$ cat src/rtl/uart_tx_wb_pkg.sv
// -----------------------------------------------------------------------------
// uart_tx_wb_pkg
// Shared definitions for the Wishbone UART transmitter:
//   - register word offsets (adr_i[3:2])
//   - STATUS register bit positions
//   - transmit FSM state encoding
//   - sat_count(): clamps the FIFO occupancy into the 4-bit STATUS COUNT field
// -----------------------------------------------------------------------------
package uart_tx_wb_pkg;

    // Register word offsets, selected by adr_i[3:2]
    localparam logic [1:0] REG_TXDATA  = 2'd0;
    localparam logic [1:0] REG_STATUS  = 2'd1;
    localparam logic [1:0] REG_BAUDDIV = 2'd2;

    // STATUS bit positions
    localparam int ST_BUSY      = 0;
    localparam int ST_FULL      = 1;
    localparam int ST_EMPTY     = 2;
    localparam int ST_OVF       = 3;
    localparam int ST_COUNT_LSB = 4;

    typedef enum logic [1:0] {
        S_IDLE  = 2'd0,
        S_START = 2'd1,
        S_DATA  = 2'd2,
        S_STOP  = 2'd3
    } tx_state_t;

    // A 16-deep FIFO can hold 16 entries, which does not fit in 4 bits.
    function automatic logic [3:0] sat_count(input logic [31:0] count);
        return (count > 32'd15) ? 4'd15 : count[3:0];
    endfunction

endpackage

$ cat src/rtl/uart_tx_wb_if.sv
// -----------------------------------------------------------------------------
// uart_tx_wb_if
// Wishbone classic bus bundle for the UART transmitter slave port.
//   dat_i  32  write data          dat_o  32  read data (valid with ack_o)
//   adr_i  32  byte address        we_i    1  write enable
//   sel_i   4  byte selects        cyc_i   1  cycle
//   stb_i   1  strobe              ack_o   1  acknowledge
// Signal suffixes are from the slave's point of view.
// -----------------------------------------------------------------------------
interface uart_tx_wb_if;
    logic [31:0] dat_i;
    logic [31:0] dat_o;
    logic [31:0] adr_i;
    logic        we_i;
    logic [3:0]  sel_i;
    logic        cyc_i;
    logic        stb_i;
    logic        ack_o;

    modport slave (
        input  dat_i, adr_i, we_i, sel_i, cyc_i, stb_i,
        output dat_o, ack_o
    );

    modport master (
        output dat_i, adr_i, we_i, sel_i, cyc_i, stb_i,
        input  dat_o, ack_o
    );
endinterface

$ cat src/rtl/uart_tx_wb_fifo.sv
// -----------------------------------------------------------------------------
// uart_tx_fifo
// Synchronous show-ahead FIFO: rd_data always presents the oldest entry.
//   clk_i, rst_ni   clock, asynchronous active-low reset
//   push, wr_data   write request and data
//   pop             remove the head entry (never requested while empty)
//   rd_data         head entry
//   full, empty     status, derived from pointers with one extra wrap bit
//   count           occupancy 0..DEPTH
// A push while full is accepted only if a pop happens in the same cycle.
// -----------------------------------------------------------------------------
module uart_tx_fifo #(
    parameter int WIDTH = 8,
    parameter int DEPTH = 8
) (
    input  logic                     clk_i,
    input  logic                     rst_ni,
    input  logic                     push,
    input  logic [WIDTH-1:0]         wr_data,
    input  logic                     pop,
    output logic [WIDTH-1:0]         rd_data,
    output logic                     full,
    output logic                     empty,
    output logic [$clog2(DEPTH):0]   count
);

    localparam int AW = $clog2(DEPTH);
    localparam logic [AW:0] PTR_ONE = 1;

    logic [WIDTH-1:0] mem [DEPTH];
    logic [AW:0]      wr_ptr_reg;
    logic [AW:0]      rd_ptr_reg;
    logic             do_push;
    logic             do_pop;

    assign empty   = (wr_ptr_reg == rd_ptr_reg);
    assign full    = (wr_ptr_reg[AW] != rd_ptr_reg[AW]) &&
                     (wr_ptr_reg[AW-1:0] == rd_ptr_reg[AW-1:0]);
    assign count   = wr_ptr_reg - rd_ptr_reg;
    assign do_pop  = pop & ~empty;
    assign do_push = push & (~full | do_pop);
    assign rd_data = mem[rd_ptr_reg[AW-1:0]];

    always_ff @(posedge clk_i or negedge rst_ni) begin
        if (!rst_ni) begin
            wr_ptr_reg <= '0;
            rd_ptr_reg <= '0;
        end else begin
            if (do_push) wr_ptr_reg <= wr_ptr_reg + PTR_ONE;
            if (do_pop)  rd_ptr_reg <= rd_ptr_reg + PTR_ONE;
        end
    end

    // Storage needs no reset: the pointers define what is valid.
    always_ff @(posedge clk_i) begin
        if (do_push) mem[wr_ptr_reg[AW-1:0]] <= wr_data;
    end

endmodule

$ cat src/rtl/uart_tx_wb.sv
// -----------------------------------------------------------------------------
// uart_tx_wb
// Wishbone classic slave UART transmitter, 8N1, with a TX FIFO.
//   clk_i   system clock
//   rst_ni  asynchronous reset, active-low
//   wb      Wishbone slave port (uart_tx_wb_if.slave)
//   tx_o    serial output, idle high
//   irq_o   high while the FIFO is empty and the transmitter is idle
// Register window (16 bytes at BASE_ADDR, word offset adr_i[3:2]):
//   0x0 TXDATA  W: queue dat_i[7:0] (sel_i[0]); dropped and OVF set when full
//   0x4 STATUS  R: [0]BUSY [1]FULL [2]EMPTY [3]OVF [7:4]COUNT; W: dat_i[3] clears OVF
//   0x8 BAUDDIV R/W [15:0], clocks per bit minus one, sampled at frame start
//   0xC reserved, reads 0
// -----------------------------------------------------------------------------
module uart_tx_wb
    import uart_tx_wb_pkg::*;
#(
    parameter logic [31:0] BASE_ADDR   = 32'h0000_0c00,
    parameter int          FIFO_DEPTH  = 8,
    parameter logic [15:0] DEFAULT_DIV = 16'd867
) (
    input  logic          clk_i,
    input  logic          rst_ni,
    uart_tx_wb_if.slave   wb,
    output logic          tx_o,
    output logic          irq_o
);

    localparam int CW = $clog2(FIFO_DEPTH) + 1;

    // Bus / register state
    logic            ack_reg;
    logic [31:0]     dat_o_reg;
    logic [15:0]     baud_div_reg;
    logic            ovf_reg;

    // Transmitter state
    tx_state_t       state_reg;
    logic [15:0]     div_reg;
    logic [15:0]     timer_reg;
    logic [2:0]      bit_idx_reg;
    logic [7:0]      shift_reg;
    logic            tx_reg;

    logic            hit;
    logic            access;
    logic [1:0]      reg_off;
    logic            push_req;
    logic            ovf_clr;
    logic            baud_wr;
    logic [15:0]     baud_div_next;
    logic [31:0]     status_word;
    logic [31:0]     rd_data;

    logic            fifo_full;
    logic            fifo_empty;
    logic            fifo_pop;
    logic [7:0]      fifo_rd_data;
    logic [CW-1:0]   fifo_count;
    logic            busy;
    logic            bit_done;
    logic            unused_bits;

    // ------------------------------------------------------------------
    // Bus decode. access is true only on the edge that raises ack_o, so a
    // strobe held across several cycles acks (and acts) every other cycle.
    // ------------------------------------------------------------------
    assign hit      = wb.cyc_i & wb.stb_i & (wb.adr_i[31:4] == BASE_ADDR[31:4]);
    assign access   = hit & ~ack_reg;
    assign reg_off  = wb.adr_i[3:2];
    assign push_req = access & wb.we_i & (reg_off == REG_TXDATA) & wb.sel_i[0];
    assign ovf_clr  = access & wb.we_i & (reg_off == REG_STATUS) & wb.sel_i[0] & wb.dat_i[3];
    assign baud_wr  = access & wb.we_i & (reg_off == REG_BAUDDIV);

    assign unused_bits = ^{wb.adr_i[1:0], wb.dat_i[31:16], wb.sel_i[3:2]};

    always_comb begin
        baud_div_next = baud_div_reg;
        for (int b = 0; b < 2; b++) begin
            if (wb.sel_i[b]) baud_div_next[b*8 +: 8] = wb.dat_i[b*8 +: 8];
        end
    end

    assign busy = (state_reg != S_IDLE);

    always_comb begin
        status_word                          = '0;
        status_word[ST_BUSY]                 = busy;
        status_word[ST_FULL]                 = fifo_full;
        status_word[ST_EMPTY]                = fifo_empty;
        status_word[ST_OVF]                  = ovf_reg;
        status_word[ST_COUNT_LSB +: 4]       = sat_count(32'(fifo_count));
    end

    always_comb begin
        case (reg_off)
            REG_STATUS:  rd_data = status_word;
            REG_BAUDDIV: rd_data = {16'h0000, baud_div_reg};
            default:     rd_data = '0;
        endcase
    end

    always_ff @(posedge clk_i or negedge rst_ni) begin
        if (!rst_ni) begin
            ack_reg      <= 1'b0;
            dat_o_reg    <= '0;
            baud_div_reg <= DEFAULT_DIV;
            ovf_reg      <= 1'b0;
        end else begin
            ack_reg   <= access;
            dat_o_reg <= (access & ~wb.we_i) ? rd_data : '0;
            if (baud_wr) baud_div_reg <= baud_div_next;
            // A push into a full FIFO is only lost if nothing leaves this cycle.
            if (ovf_clr)
                ovf_reg <= 1'b0;
            else if (push_req & fifo_full & ~fifo_pop)
                ovf_reg <= 1'b1;
        end
    end

    assign wb.ack_o = ack_reg;
    assign wb.dat_o = dat_o_reg;

    uart_tx_fifo #(
        .WIDTH (8),
        .DEPTH (FIFO_DEPTH)
    ) u_fifo (
        .clk_i   (clk_i),
        .rst_ni  (rst_ni),
        .push    (push_req),
        .wr_data (wb.dat_i[7:0]),
        .pop     (fifo_pop),
        .rd_data (fifo_rd_data),
        .full    (fifo_full),
        .empty   (fifo_empty),
        .count   (fifo_count)
    );

    // ------------------------------------------------------------------
    // Transmitter. A byte is taken from the FIFO when idle, or directly at
    // the end of a stop bit so consecutive frames have no gap.
    // ------------------------------------------------------------------
    assign bit_done = (timer_reg == div_reg);
    assign fifo_pop = ~fifo_empty &
                      ((state_reg == S_IDLE) | ((state_reg == S_STOP) & bit_done));

    // tx_reg is computed from the state of the previous cycle. Every bit keeps
    // its full div+1 width; the line simply trails the FSM by one clock.
    always_ff @(posedge clk_i or negedge rst_ni) begin
        if (!rst_ni) begin
            state_reg   <= S_IDLE;
            div_reg     <= '0;
            timer_reg   <= '0;
            bit_idx_reg <= '0;
            shift_reg   <= '0;
            tx_reg      <= 1'b1;
        end else begin
            case (state_reg)
                S_START: tx_reg <= 1'b0;
                S_DATA:  tx_reg <= shift_reg[0];
                default: tx_reg <= 1'b1;
            endcase

            if (fifo_pop) begin
                shift_reg <= fifo_rd_data;
                div_reg   <= baud_div_reg;
                timer_reg <= '0;
                state_reg <= S_START;
            end else begin
                case (state_reg)
                    S_IDLE: begin
                        timer_reg <= '0;
                    end
                    S_START: begin
                        if (bit_done) begin
                            timer_reg   <= '0;
                            bit_idx_reg <= '0;
                            state_reg   <= S_DATA;
                        end else begin
                            timer_reg <= timer_reg + 16'd1;
                        end
                    end
                    S_DATA: begin
                        if (bit_done) begin
                            timer_reg   <= '0;
                            shift_reg   <= {1'b0, shift_reg[7:1]};
                            bit_idx_reg <= bit_idx_reg + 3'd1;
                            if (bit_idx_reg == 3'd7) state_reg <= S_STOP;
                        end else begin
                            timer_reg <= timer_reg + 16'd1;
                        end
                    end
                    S_STOP: begin
                        if (bit_done) begin
                            timer_reg <= '0;
                            state_reg <= S_IDLE;
                        end else begin
                            timer_reg <= timer_reg + 16'd1;
                        end
                    end
                    default: state_reg <= S_IDLE;
                endcase
            end
        end
    end

    assign tx_o  = tx_reg;
    assign irq_o = fifo_empty & ~busy;

endmodule

$ cat src/flat_wrapper.sv
// flat-port wrapper written by rule: the top's interface ports become plain ports
module uart_tx_wb_flat import uart_tx_wb_pkg::*;
#(
    parameter logic [31:0] BASE_ADDR   = 32'h0000_0c00,
    parameter int          FIFO_DEPTH  = 8,
    parameter logic [15:0] DEFAULT_DIV = 16'd867
)
  (clk_i, rst_ni, tx_o, irq_o, wb_dat_i, wb_adr_i, wb_we_i, wb_sel_i, wb_cyc_i, wb_stb_i, wb_dat_o, wb_ack_o);
  uart_tx_wb_if wb_i ();
  input  logic clk_i;
  input  logic rst_ni;
  output logic tx_o;
  output logic irq_o;
  input wire logic [$bits(wb_i.dat_i)-1:0] wb_dat_i;
  input wire logic [$bits(wb_i.adr_i)-1:0] wb_adr_i;
  input wire logic [$bits(wb_i.we_i)-1:0] wb_we_i;
  input wire logic [$bits(wb_i.sel_i)-1:0] wb_sel_i;
  input wire logic [$bits(wb_i.cyc_i)-1:0] wb_cyc_i;
  input wire logic [$bits(wb_i.stb_i)-1:0] wb_stb_i;
  output wire logic [$bits(wb_i.dat_o)-1:0] wb_dat_o;
  output wire logic [$bits(wb_i.ack_o)-1:0] wb_ack_o;
  assign wb_i.dat_i = wb_dat_i;
  assign wb_i.adr_i = wb_adr_i;
  assign wb_i.we_i = wb_we_i;
  assign wb_i.sel_i = wb_sel_i;
  assign wb_i.cyc_i = wb_cyc_i;
  assign wb_i.stb_i = wb_stb_i;
  assign wb_dat_o = wb_i.dat_o;
  assign wb_ack_o = wb_i.ack_o;
  uart_tx_wb #(.BASE_ADDR(BASE_ADDR), .FIFO_DEPTH(FIFO_DEPTH), .DEFAULT_DIV(DEFAULT_DIV)) u_core (.clk_i(clk_i), .rst_ni(rst_ni), .wb(wb_i), .tx_o(tx_o), .irq_o(irq_o));
endmodule
$ cat config.mk
export PLATFORM = sky130hd
export DESIGN_NAME = uart_tx_wb_flat
export DESIGN_NICKNAME = d
export VERILOG_FILES = /design/src/rtl/uart_tx_wb_pkg.sv /design/src/rtl/uart_tx_wb_if.sv /design/src/rtl/uart_tx_wb_fifo.sv /design/src/rtl/uart_tx_wb.sv /design/src/flat_wrapper.sv
export SDC_FILE = /design/constraint.sdc
export NUM_CORES = 1
export LEC_CHECK = 0
export CORE_MARGIN = 2
export CORE_UTILIZATION = 48
export DETAILED_ROUTE_END_ITERATION = 10
export PLACE_DENSITY_LB_ADDON = 0.1
export REMOVE_ABC_BUFFERS = 1
export SKIP_CTS_REPAIR_TIMING = 1
export SKIP_LAST_GASP = 1
export SLEW_MARGIN = 20
export SYNTH_ARGS = -nofsm -noshare
export SYNTH_HDL_FRONTEND = slang
export SYNTH_HIERARCHICAL = 1
export SYNTH_SLANG_ARGS = --single-unit
$ cat constraint.sdc
create_clock -name clk_i -period 3.4 [get_ports clk_i]
set_input_delay 0.85 -clock clk_i [delete_from_list [all_inputs] [get_ports clk_i]]
set_output_delay 0.85 -clock clk_i [all_outputs]
set_load 0.03 [all_outputs]
==> flow_metrics.py, run 1 <==
metrics = {
    "run_status": {
        "status": "completed",
    },
    "floorplan": {
        "dieArea_sq_mm": 0.0150,
        "pin_count": 108,
        "die_x_um": 123,
        "core_sq_mm": 0.0138,
        "rows": 43,
        "die_y_um": 123,
        "start_util": 0.489,
    },
    "hold_path": {
        "hold_class": "in2async",
    },
    "pwr": {
        "p_leak_uw": 0.00349,
        "power_density_mw_per_mm2": 486,
        "power_uw": 4030,
        "peakVddDrop_mv": 0.334,
    },
    "global_routing": {
        "grt_max_degree": 81,
        "gr-total-overflow": 0,
        "grt_usage": 0.198,
        "antenna_found_initial": 0,
        "grt_pass1_vias": 4286,
        "grt_pass1_wl_um": 21900,
    },
    "synthesis": {
        "synth_top_family_by_area": "simple AND/OR/NAND/NOR gates",
        "synth-adder-area-share": 0.0234,
        "syn-mean-instance-area_sq_um": 13.5,
        "synthTopCellsByArea": "dfrtp_1 30%, edfxtp_1 29%, mux4_2 5.3%, mux2_2 4.5%, xor2_1 3.4%",
        "synthMuxAreaShare": 0.112,
        "syn_inst": 500,
        "syn_area_sq_mm": 0.00674,
        "synth-main-ff-cell": "dfrtp_1",
        "synth-simple-area-share": 0.112,
        "async_flop_share": 0.579,
        "yosysWarnings": 6,
        "yosys.area.top_type": "dfrtp_1",
        "synth_compound_area_frac": 0.0446,
        "synth_xor_area_frac": 0.0533,
        "ys_ff_latch": 152,
        "ys_seq_area_frac": 0.613,
        "synth_cell_types": 55,
        "synth_top_area_share": 0.301,
        "synth_edf_count": 64,
    },
    "layout": {
        "largest_reg_flops": 64,
        "antenna_cells": 0,
        "layoutNonFillerInstCount": 785,
        "final_area_sq_mm": 0.00830,
        "final_cell_mix": "81 x dfrtp_1, 69 x clkdlybuf4s50_1, 64 x edfxtp_1",
        "final_common_cell": "dfrtp_1",
        "drive_gt1_frac": 0.182,
        "nets": 677,
        "syn_to_final_growth_pct": 23.1,
    },
    "timing": {
        "finalSetupViolations": 0,
        "min_period_ns": 3.14,
        "max_slew_margin": 0.440,
        "fin_skew_ns": 0.00935,
        "slew_viol_final": 0,
        "worst_pin_slew_ns": 0.837,
        "rsz0062_at_grt": "no",
        "finalHoldViolCount": 0,
        "fmaxAchievable_ghz": 0.318,
        "post-route-period-util": 0.923,
    },
    "drt": {
        "wirelength_um": 13600,
        "wl_met2_um": 6210,
        "dr.pass1.iters": 4,
        "met3_length_um": 726,
        "top_layer_used": "met4",
        "wire_per_inst_um": 17.4,
        "via_per_inst": 5.37,
        "vias": 4217,
        "drt_iter0_markers": 268,
        "wl_met1_um": 6580,
        "detail-route-antenna-nets": 0,
        "route.detailed.drc": 0,
    },
    "placement": {
        "io_buffers": 71,
        "placed_cells": 753,
        "placed_area_sq_mm": 0.00767,
        "globalplace.congestion": 0.769,
        "dpl.hpwl_um": 9480,
    },
    "cts": {
        "clk_pin_slew_ns": 0.06,
        "clock_latency_ns": 0.42,
        "ctsLongestPathBuffers": 2,
        "root_buffer": "clkbuf_16",
        "cts_num_sinks": 152,
        "cts-htree-levels": 4,
        "cts_buffers": 17,
        "cts_tree": "yes",
    },
    "setup_path": {
        "start_kind": "register",
        "end_kind": "register",
        "required_ns": 3.45,
        "critPathMaxFanout": 8,
        "critPathKind": "reg2reg",
        "crit_arrival_ns": 3.19,
    },
    "job": {
        "maxCapViolations": 0,
    },
}
==> critical path, stage by stage (launching register included) <==
cell and delay, ns:
dfrtp_1 0.47, inv_1 0.11, ha_1 0.33, nand3_1 0.12
nor2_1 0.08, nand2b_1 0.16, or2_1 0.22, o22a_2 0.22
inv_4 0.06, or3_4 0.13, nand3b_1 0.16, nor2_1 0.69
==> cells by family (layout without fill, tap and decap cells) <==
family,count (synthesis),count (layout)
flip-flops,152,152
other,1,16
multiplexers,51,51
AND/OR/NAND/NOR,153,153
adder cells (fa/ha/maj),12,12
AO/OA/AOI/OAI,38,38
buffers and inverters,52,142
XOR/XNOR,41,41
==> synthesized netlist by cell type, types with 3 or more instances <==
library cell / number
mux2_2: 27
a21o_1: 3
a22oi_1: 9
or3_1: 3
dfstp_2: 7
a22o_1: 3
nor4_1: 9
nand3b_1: 4
edfxtp_1: 64
nor2_1: 43
buf_4: 17
clkbuf_1: 4
nand2_1: 41
o21ai_0: 6
buf_2: 8
ha_1: 11
nor3_1: 8
inv_1: 18
nand4_1: 5
mux2_1: 7
and3_1: 7
and2_1: 11
o221a_2: 3
nand3_1: 8
xnor2_1: 15
mux4_2: 16
a221oi_1: 3
xor2_1: 26
dfrtp_1: 81
==> layer usage <==
layer / vias up / global-route usage
met5: - / 0
met1: 2136 / 0.280
met3: 14 / 0.0595
met4: 0 / 0.0618
met2: 110 / 0.295
li1: 1957 / -
==> where the power goes <==
part | total, uW | leakage [uW] | switching (uW) | internal, uW
Combinational | 127 | 0.00141 | 69.7 | 57.4
Clock | 1990 | 0.000304 | 738 | 1250
Sequential | 1920 | 0.00178 | 0.000140 | 1920
==> area by class of cell <==
type	instances	area [sq um]
Tap cell	180	225
Clock inverter	9	136
Sequential cell	152	4130
Fill cell	1131	5470
Multi-Input combinational cell	311	2380
Timing Repair Buffer	90	852
Clock buffer	23	490
Inverter	20	77.6
==> worst paths after layout <==
check	start	endpoint	slack, ns	depth (start not counted)
min in group clk_i	u_core/baud_div_reg[12]	u_core/wb.dat_o[12]	0.51	1
worst min-delay path	rst_ni	u_core/shift_reg[1]	0.44	1
worst max-delay path	u_core/u_fifo/wr_ptr_reg[0]	u_core/u_fifo/mem[2][6]	0.26	11
worst min register to register	u_core/baud_div_reg[12]	u_core/wb.dat_o[12]	0.51	1
max in group asynchronous	rst_ni	u_core/wb.ack_o	2.29	2
worst max register to register	u_core/u_fifo/wr_ptr_reg[0]	u_core/u_fifo/mem[2][6]	0.26	11
==> through the flow <==
step / worst slack [ns] / hold slack [ns] / setup TNS, ns / utilization
floorplan: -0.276 / 0.465 / -4.49 / -
global placement: 0.0195 / 0.482 / 0 / 0.557
detailed placement: -0.0493 / 0.500 / -0.666 / 0.557
CTS: 0.274 / 0.511 / 0 / 0.602
global route: 0.0977 / 0.502 / 0 / 0.603
finish: 0.260 / 0.438 / 0 / 0.603
Note: power is estimated with default switching activity, not from simulation.
==> run 2, diff against run 1 <==
- CORE_MARGIN: 2 -> not set
- PLACE_DENSITY: not set -> 0.77
- PLACE_DENSITY_LB_ADDON: 0.1 -> not set
==> run 2 against run 1 <==
Effect of this change:
- combinational power is essentially flat
- critical endpoint is now u_core/u_fifo/mem[2][7]
- worst setup slack gained 0.028 ns
- via count grew 1.1%
- largest power group is now sequential cells
==> flow_metrics.py, run 2 (synthesized netlist as in run 1, its figures left out) <==
metrics = {
    "cts": {
        "ctsLongestPathBuffers": 2,
        "clock_latency_ns": 0.42,
        "cts_num_sinks": 152,
        "cts_buffers": 17,
        "cts_tree": "yes",
        "clk_pin_slew_ns": 0.06,
        "root_buffer": "clkbuf_16",
        "cts-htree-levels": 4,
    },
    "pwr": {
        "p_leak_uw": 0.00348,
        "peakVddDrop_mv": 0.351,
        "power_density_mw_per_mm2": 472,
    },
    "setup_path": {
        "crit_arrival_ns": 3.16,
        "critPathMaxFanout": 8,
        "end_kind": "register",
        "start_kind": "register",
        "r2r_slack_ns": 0.29,
        "critPathKind": "reg2reg",
        "ff2ff_path_depth": 11,
        "r2r-start": "u_core/u_fifo/wr_ptr_reg[0]",
        "required_ns": 3.45,
        "rr_endpoint": "u_core/u_fifo/mem[2][7]",
    },
    "global_routing": {
        "grt_pass1_wl_um": 22300,
        "grt_max_degree": 89,
        "antenna_found_initial": 0,
        "grt.met3_usage": 0.0524,
        "met2_usage": 0.329,
        "grt_pass1_vias": 4388,
        "gr-total-overflow": 0,
        "grt_usage": 0.205,
        "busiest_layer": "met2",
        "met1_usage": 0.272,
    },
    "timing": {
        "worst_slack_ns": 0.288,
        "max_slew_margin": 0.436,
        "worst_pin_slew_ns": 0.843,
        "fmaxAchievable_ghz": 0.321,
        "hold_slack_ns": 0.481,
        "post-route-period-util": 0.915,
        "rsz0062_at_grt": "no",
        "slew_viol_final": 0,
        "min_period_ns": 3.11,
        "finalSetupViolations": 0,
        "finalHoldViolCount": 0,
        "fin_skew_ns": 0.00503,
    },
    "layout": {
        "nFillCells": 1058,
        "final_common_cell": "dfrtp_1",
        "syn_to_final_growth_pct": 22.3,
        "final_cell_mix": "81 x dfrtp_1, 69 x clkdlybuf4s50_1, 64 x edfxtp_1",
        "nets": 675,
        "antenna_cells": 0,
        "drive_gt1_frac": 0.184,
        "largest_reg_flops": 64,
    },
    "drt": {
        "via_per_inst": 5.47,
        "vias": 4264,
        "drt_iter0_markers": 214,
        "wirelength_um": 13500,
        "route.detailed.drc": 0,
        "detail-route-antenna-nets": 0,
        "wire_per_inst_um": 17.4,
        "dr.pass1.iters": 4,
    },
    "placement": {
        "io_buffers": 71,
        "pre_cts_ws_ns": 0.0102,
        "globalplace.congestion": 0.825,
        "dpl.hpwl_um": 9290,
    },
    "job": {
        "maxCapViolations": 0,
    },
    "floorplan": {
        "core_sq_mm": 0.0135,
        "rows": 42,
        "dieArea_sq_mm": 0.0145,
        "start_util": 0.501,
        "die_x_um": 121,
        "pin_count": 108,
        "die_y_um": 121,
    },
    "hold_path": {
        "hold_class": "in2async",
    },
    "run_status": {
        "status": "completed",
    },
}
## run 2: worst max-delay path by stage
stage,startpoint,to,cells past startpoint
floorplan,u_core/u_fifo/rd_ptr_reg[0],u_core/u_fifo/mem[0][0],10
global placement,wb_adr_i[10],u_core/u_fifo/mem[1][2],7
detailed placement,wb_adr_i[10],u_core/u_fifo/mem[2][2],7
CTS,u_core/u_fifo/wr_ptr_reg[0],u_core/u_fifo/mem[2][7],11
global route,u_core/u_fifo/wr_ptr_reg[0],u_core/u_fifo/mem[2][5],11
finish,u_core/u_fifo/wr_ptr_reg[0],u_core/u_fifo/mem[2][7],11
## run 2: critical path, cell delays in order, from the launching register on
cell and delay (ns):
dfrtp_1 0.45, inv_1 0.11, ha_1 0.33, nand3_1 0.11, nor2_1 0.08, nand2b_1 0.16, or2_1 0.22, o22a_2 0.22
inv_4 0.06, or3_4 0.13, nand3b_1 0.16, nor2_1 0.69
## run 2: report_power, final
group	leakage, uW	internal, uW	switching, uW
clock	0.000296	1100	750
sequential	0.00178	1920	0.000135
combinational	0.00140	56.8	68.8
total	0.00348	3070	818
## run 2: cell type report
cell class                      count  area [sq um]  area share
Tap cell                          176           220      0.0267
Clock inverter                     12           109      0.0132
Timing Repair Buffer               88           837       0.102
Multi-Input combinational cell    311          2380       0.289
Sequential cell                   152          4130       0.502
Clock buffer                       20           479      0.0582
Inverter                           20          77.6     0.00941
## run 2: through the flow
step	instances	total power, uW	TNS, ns	cell area [sq um]	util
after detailed placement	747	2080	0	7650	0.569
after CTS	779	3930	0	8240	0.612
after global routing	779	4000	0	8240	0.613
after floorplan	483	1980	-4.49	6600	-
after global placement	747	2080	0	7650	0.569
final	779	3890	0	8240	0.613
## run 2: routing by layer
metal / part of all wire / vias up
met5: 0 / -
met4: 0.011 / 0
met3: 0.064 / 12
met2: 0.50 / 156
met1: 0.43 / 2148
li1: - / 1948
==> run 3, diff against run 2 <==
- CAP_MARGIN: not set -> 20
- CORE_ASPECT_RATIO: not set -> 1.25
- SYNTH_HIERARCHICAL: 1 -> not set
==> run 3 against run 2 <==
Effect of this change:
- flip-flop and latch count unchanged
- count of clock-buffer cells in the layout is 3 lower
- first-iteration DRC count fell by 12%
- worst setup slack improved by 0.061 ns
- utilization shrank 0.38 points
- total power rose by 1.7%
- die area fell by 1.4%
- sequential share of layout area up 0.70 points
- via count fell by 5.8%
- wire length shrank 3.3%
- register-to-register slack better by 0.29 ns
- worst hold slack got worse by 0.0099 ns
- largest cell class unchanged
==> flow_metrics.py, run 3 <==
metrics = {
    "drt": {
        "route.detailed.drc": 0,
        "wire_per_inst_um": 17.6,
        "vias": 4018,
        "via_per_inst": 5.42,
        "detail-route-antenna-nets": 0,
        "wirelength_um": 13100,
        "dr.pass1.iters": 4,
        "drt_iter0_markers": 189,
    },
    "global_routing": {
        "gr-total-overflow": 0,
        "grt_usage": 0.203,
        "grt_max_degree": 89,
        "grt_pass1_vias": 4350,
        "grt_pass1_wl_um": 21700,
        "antenna_found_initial": 0,
    },
    "timing": {
        "rsz0062_at_grt": "no",
        "fin_skew_ns": 0.0111,
        "fmaxAchievable_ghz": 0.328,
        "post-route-period-util": 0.897,
        "max_slew_margin": 0.478,
        "finalSetupViolations": 0,
        "worst_pin_slew_ns": 0.783,
        "slew_viol_final": 0,
        "min_period_ns": 3.05,
        "finalHoldViolCount": 0,
        "fin_tns_setup_ns": 0,
    },
    "synthesis": {
        "synth_cell_types": 51,
        "yosysWarnings": 0,
        "syn_inst": 470,
        "synth-main-ff-cell": "dfrtp_1",
        "ys_ff_latch": 152,
        "synthMostInstantiatedCell": "dfrtp_1",
        "ys_top_cells_by_count": "81 x dfrtp_1, 64 x edfxtp_1, 37 x nor2_1, 26 x mux2_2, 26 x xnor2_1",
        "synth_top_area_share": 0.305,
        "ys_seq_area_frac": 0.622,
        "syn-mean-instance-area_sq_um": 14.1,
        "syn_area_sq_mm": 0.00665,
        "yosys.area.top_type": "dfrtp_1",
        "synthTopCellsByArea": "dfrtp_1 31%, edfxtp_1 29%, mux4_2 5.4%, mux2_2 4.4%, xnor2_1 3.4%",
        "async_flop_share": 0.579,
        "synth_edf_count": 64,
    },
    "layout": {
        "nets": 643,
        "antenna_cells": 0,
        "nFillCells": 980,
        "final_area_sq_mm": 0.00813,
        "multiInputGateArea_sq_mm": 0.00229,
        "largest_reg_flops": 64,
        "regArea_sq_mm": 0.00413,
        "utilization": 0.609,
        "syn_to_final_growth_pct": 22.3,
        "drive_gt1_frac": 0.198,
        "final_cell_mix": "81 x dfrtp_1, 69 x clkdlybuf4s50_1, 64 x edfxtp_1",
        "layoutNonFillerInstCount": 742,
        "final_common_cell": "dfrtp_1",
    },
    "pwr": {
        "power_density_mw_per_mm2": 487,
        "p_leak_uw": 0.00332,
        "peakVddDrop_mv": 0.443,
    },
    "setup_path": {
        "rr_endpoint": "u_core.u_fifo.mem[6][2]",
        "cp_num_buf_inv": 2,
        "ff2ff_path_depth": 8,
        "r2r_slack_ns": 0.58,
        "cp_cell_sequence": "inv_1 -> ha_1 -> nand3_1 -> or2_2 -> nor2_1 -> buf_12",
        "slowest_stage": "dfrtp_1",
        "critPathMaxFanout": 8,
        "end_kind": "primary output",
        "crit_arrival_ns": 2.20,
        "required_ns": 2.55,
        "start_kind": "register",
        "crit_family": "simple AND/OR/NAND/NOR gates",
        "r2r-start": "u_core.timer_reg[0]",
        "critPathMaxStageDelay_ns": 0.49,
        "critPathKind": "reg2out",
    },
    "cts": {
        "cts_tree": "yes",
        "ctsLongestPathBuffers": 2,
        "cts_num_sinks": 152,
        "cts-htree-levels": 4,
        "root_buffer": "clkbuf_16",
        "cts_buffers": 17,
        "clk_pin_slew_ns": 0.06,
        "clock_latency_ns": 0.42,
    },
    "floorplan": {
        "pin_count": 108,
        "dieArea_sq_mm": 0.0143,
        "core_sq_mm": 0.0133,
        "die_x_um": 107,
        "die_y_um": 134,
        "start_util": 0.498,
        "rows": 47,
    },
    "placement": {
        "dpl.hpwl_um": 9210,
        "placed_cells": 710,
        "placed_area_sq_mm": 0.00755,
        "io_buffers": 71,
        "globalplace.congestion": 0.814,
    },
    "job": {
        "maxCapViolations": 0,
    },
    "run_status": {
        "status": "completed",
    },
    "hold_path": {
        "hold_class": "in2async",
    },
}
## run 3: routing by layer
layer / track usage / share of wire / wire, um
met2: 0.357 / 0.53 / 6970
met5: 0 / 0 / 0
met4: 0.0814 / 0.025 / 330
met1: 0.232 / 0.41 / 5360
met3: 0.0577 / 0.033 / 430
## run 3: per-stage QoR
step	setup WS (ns)	hold slack (ns)	total power [uW]
after floorplan	0.0291	0.460	2070
after global placement	0.0771	0.475	2180
after detailed placement	-0.00233	0.486	2190
after CTS	0.322	0.501	4000
after global routing	0.233	0.522	4090
final	0.349	0.471	3960
## run 3: logic make-up after synthesis
| logic type | Yosys count | synth area share |
|---|---|---|
| other | 1 | 0.000564 |
| AO/OA/AOI/OAI | 37 | 0.0399 |
| adder cells (fa/ha/maj) | 12 | 0.0237 |
| XOR/XNOR | 40 | 0.0527 |
| multiplexers | 57 | 0.127 |
| buffers and inverters | 53 | 0.0418 |
| AND/OR/NAND/NOR | 118 | 0.0925 |
| flip-flops | 152 | 0.622 |
## run 3: layout make-up
| cell class | instances | area share |
|---|---|---|
| Inverter | 20 | 0.00924 |
| Clock inverter | 15 | 0.0176 |
| Sequential cell | 152 | 0.509 |
| Tap cell | 171 | 0.0263 |
| Clock buffer | 17 | 0.0523 |
| Multi-Input combinational cell | 280 | 0.282 |
| Timing Repair Buffer | 87 | 0.104 |
## run 3: worst reg2reg max path, stage by stage, from the launching register on
cell and delay, ns:
dfrtp_1 0.44, xnor2_1 0.23, nand4_1 0.15, nor4_2 0.37, buf_4 0.24, a21boi_2 0.15
a21bo_2 0.33, nor4b_1 0.35, buf_4 0.26
## run 3: where the power goes
part / internal [uW] / switching (uW)
clock: 1020 / 780
combinational: 92.4 / 107
sequential: 1940 / 16.7
total: 3060 / 903
## run 3: how the worst max path moves through the flow
stage / from / cells past startpoint / end
global placement: wb_adr_i[12] / 8 / u_core.u_fifo.mem[6][0]
floorplan: wb_adr_i[12] / 6 / u_core.u_fifo.mem[2][0]
finish: u_core.u_fifo.wr_ptr_reg[0] / 6 / irq_o
detailed placement: wb_adr_i[12] / 8 / u_core.u_fifo.mem[6][0]
CTS: u_core.u_fifo.wr_ptr_reg[0] / 6 / irq_o
global route: u_core.u_fifo.wr_ptr_reg[0] / 6 / irq_o
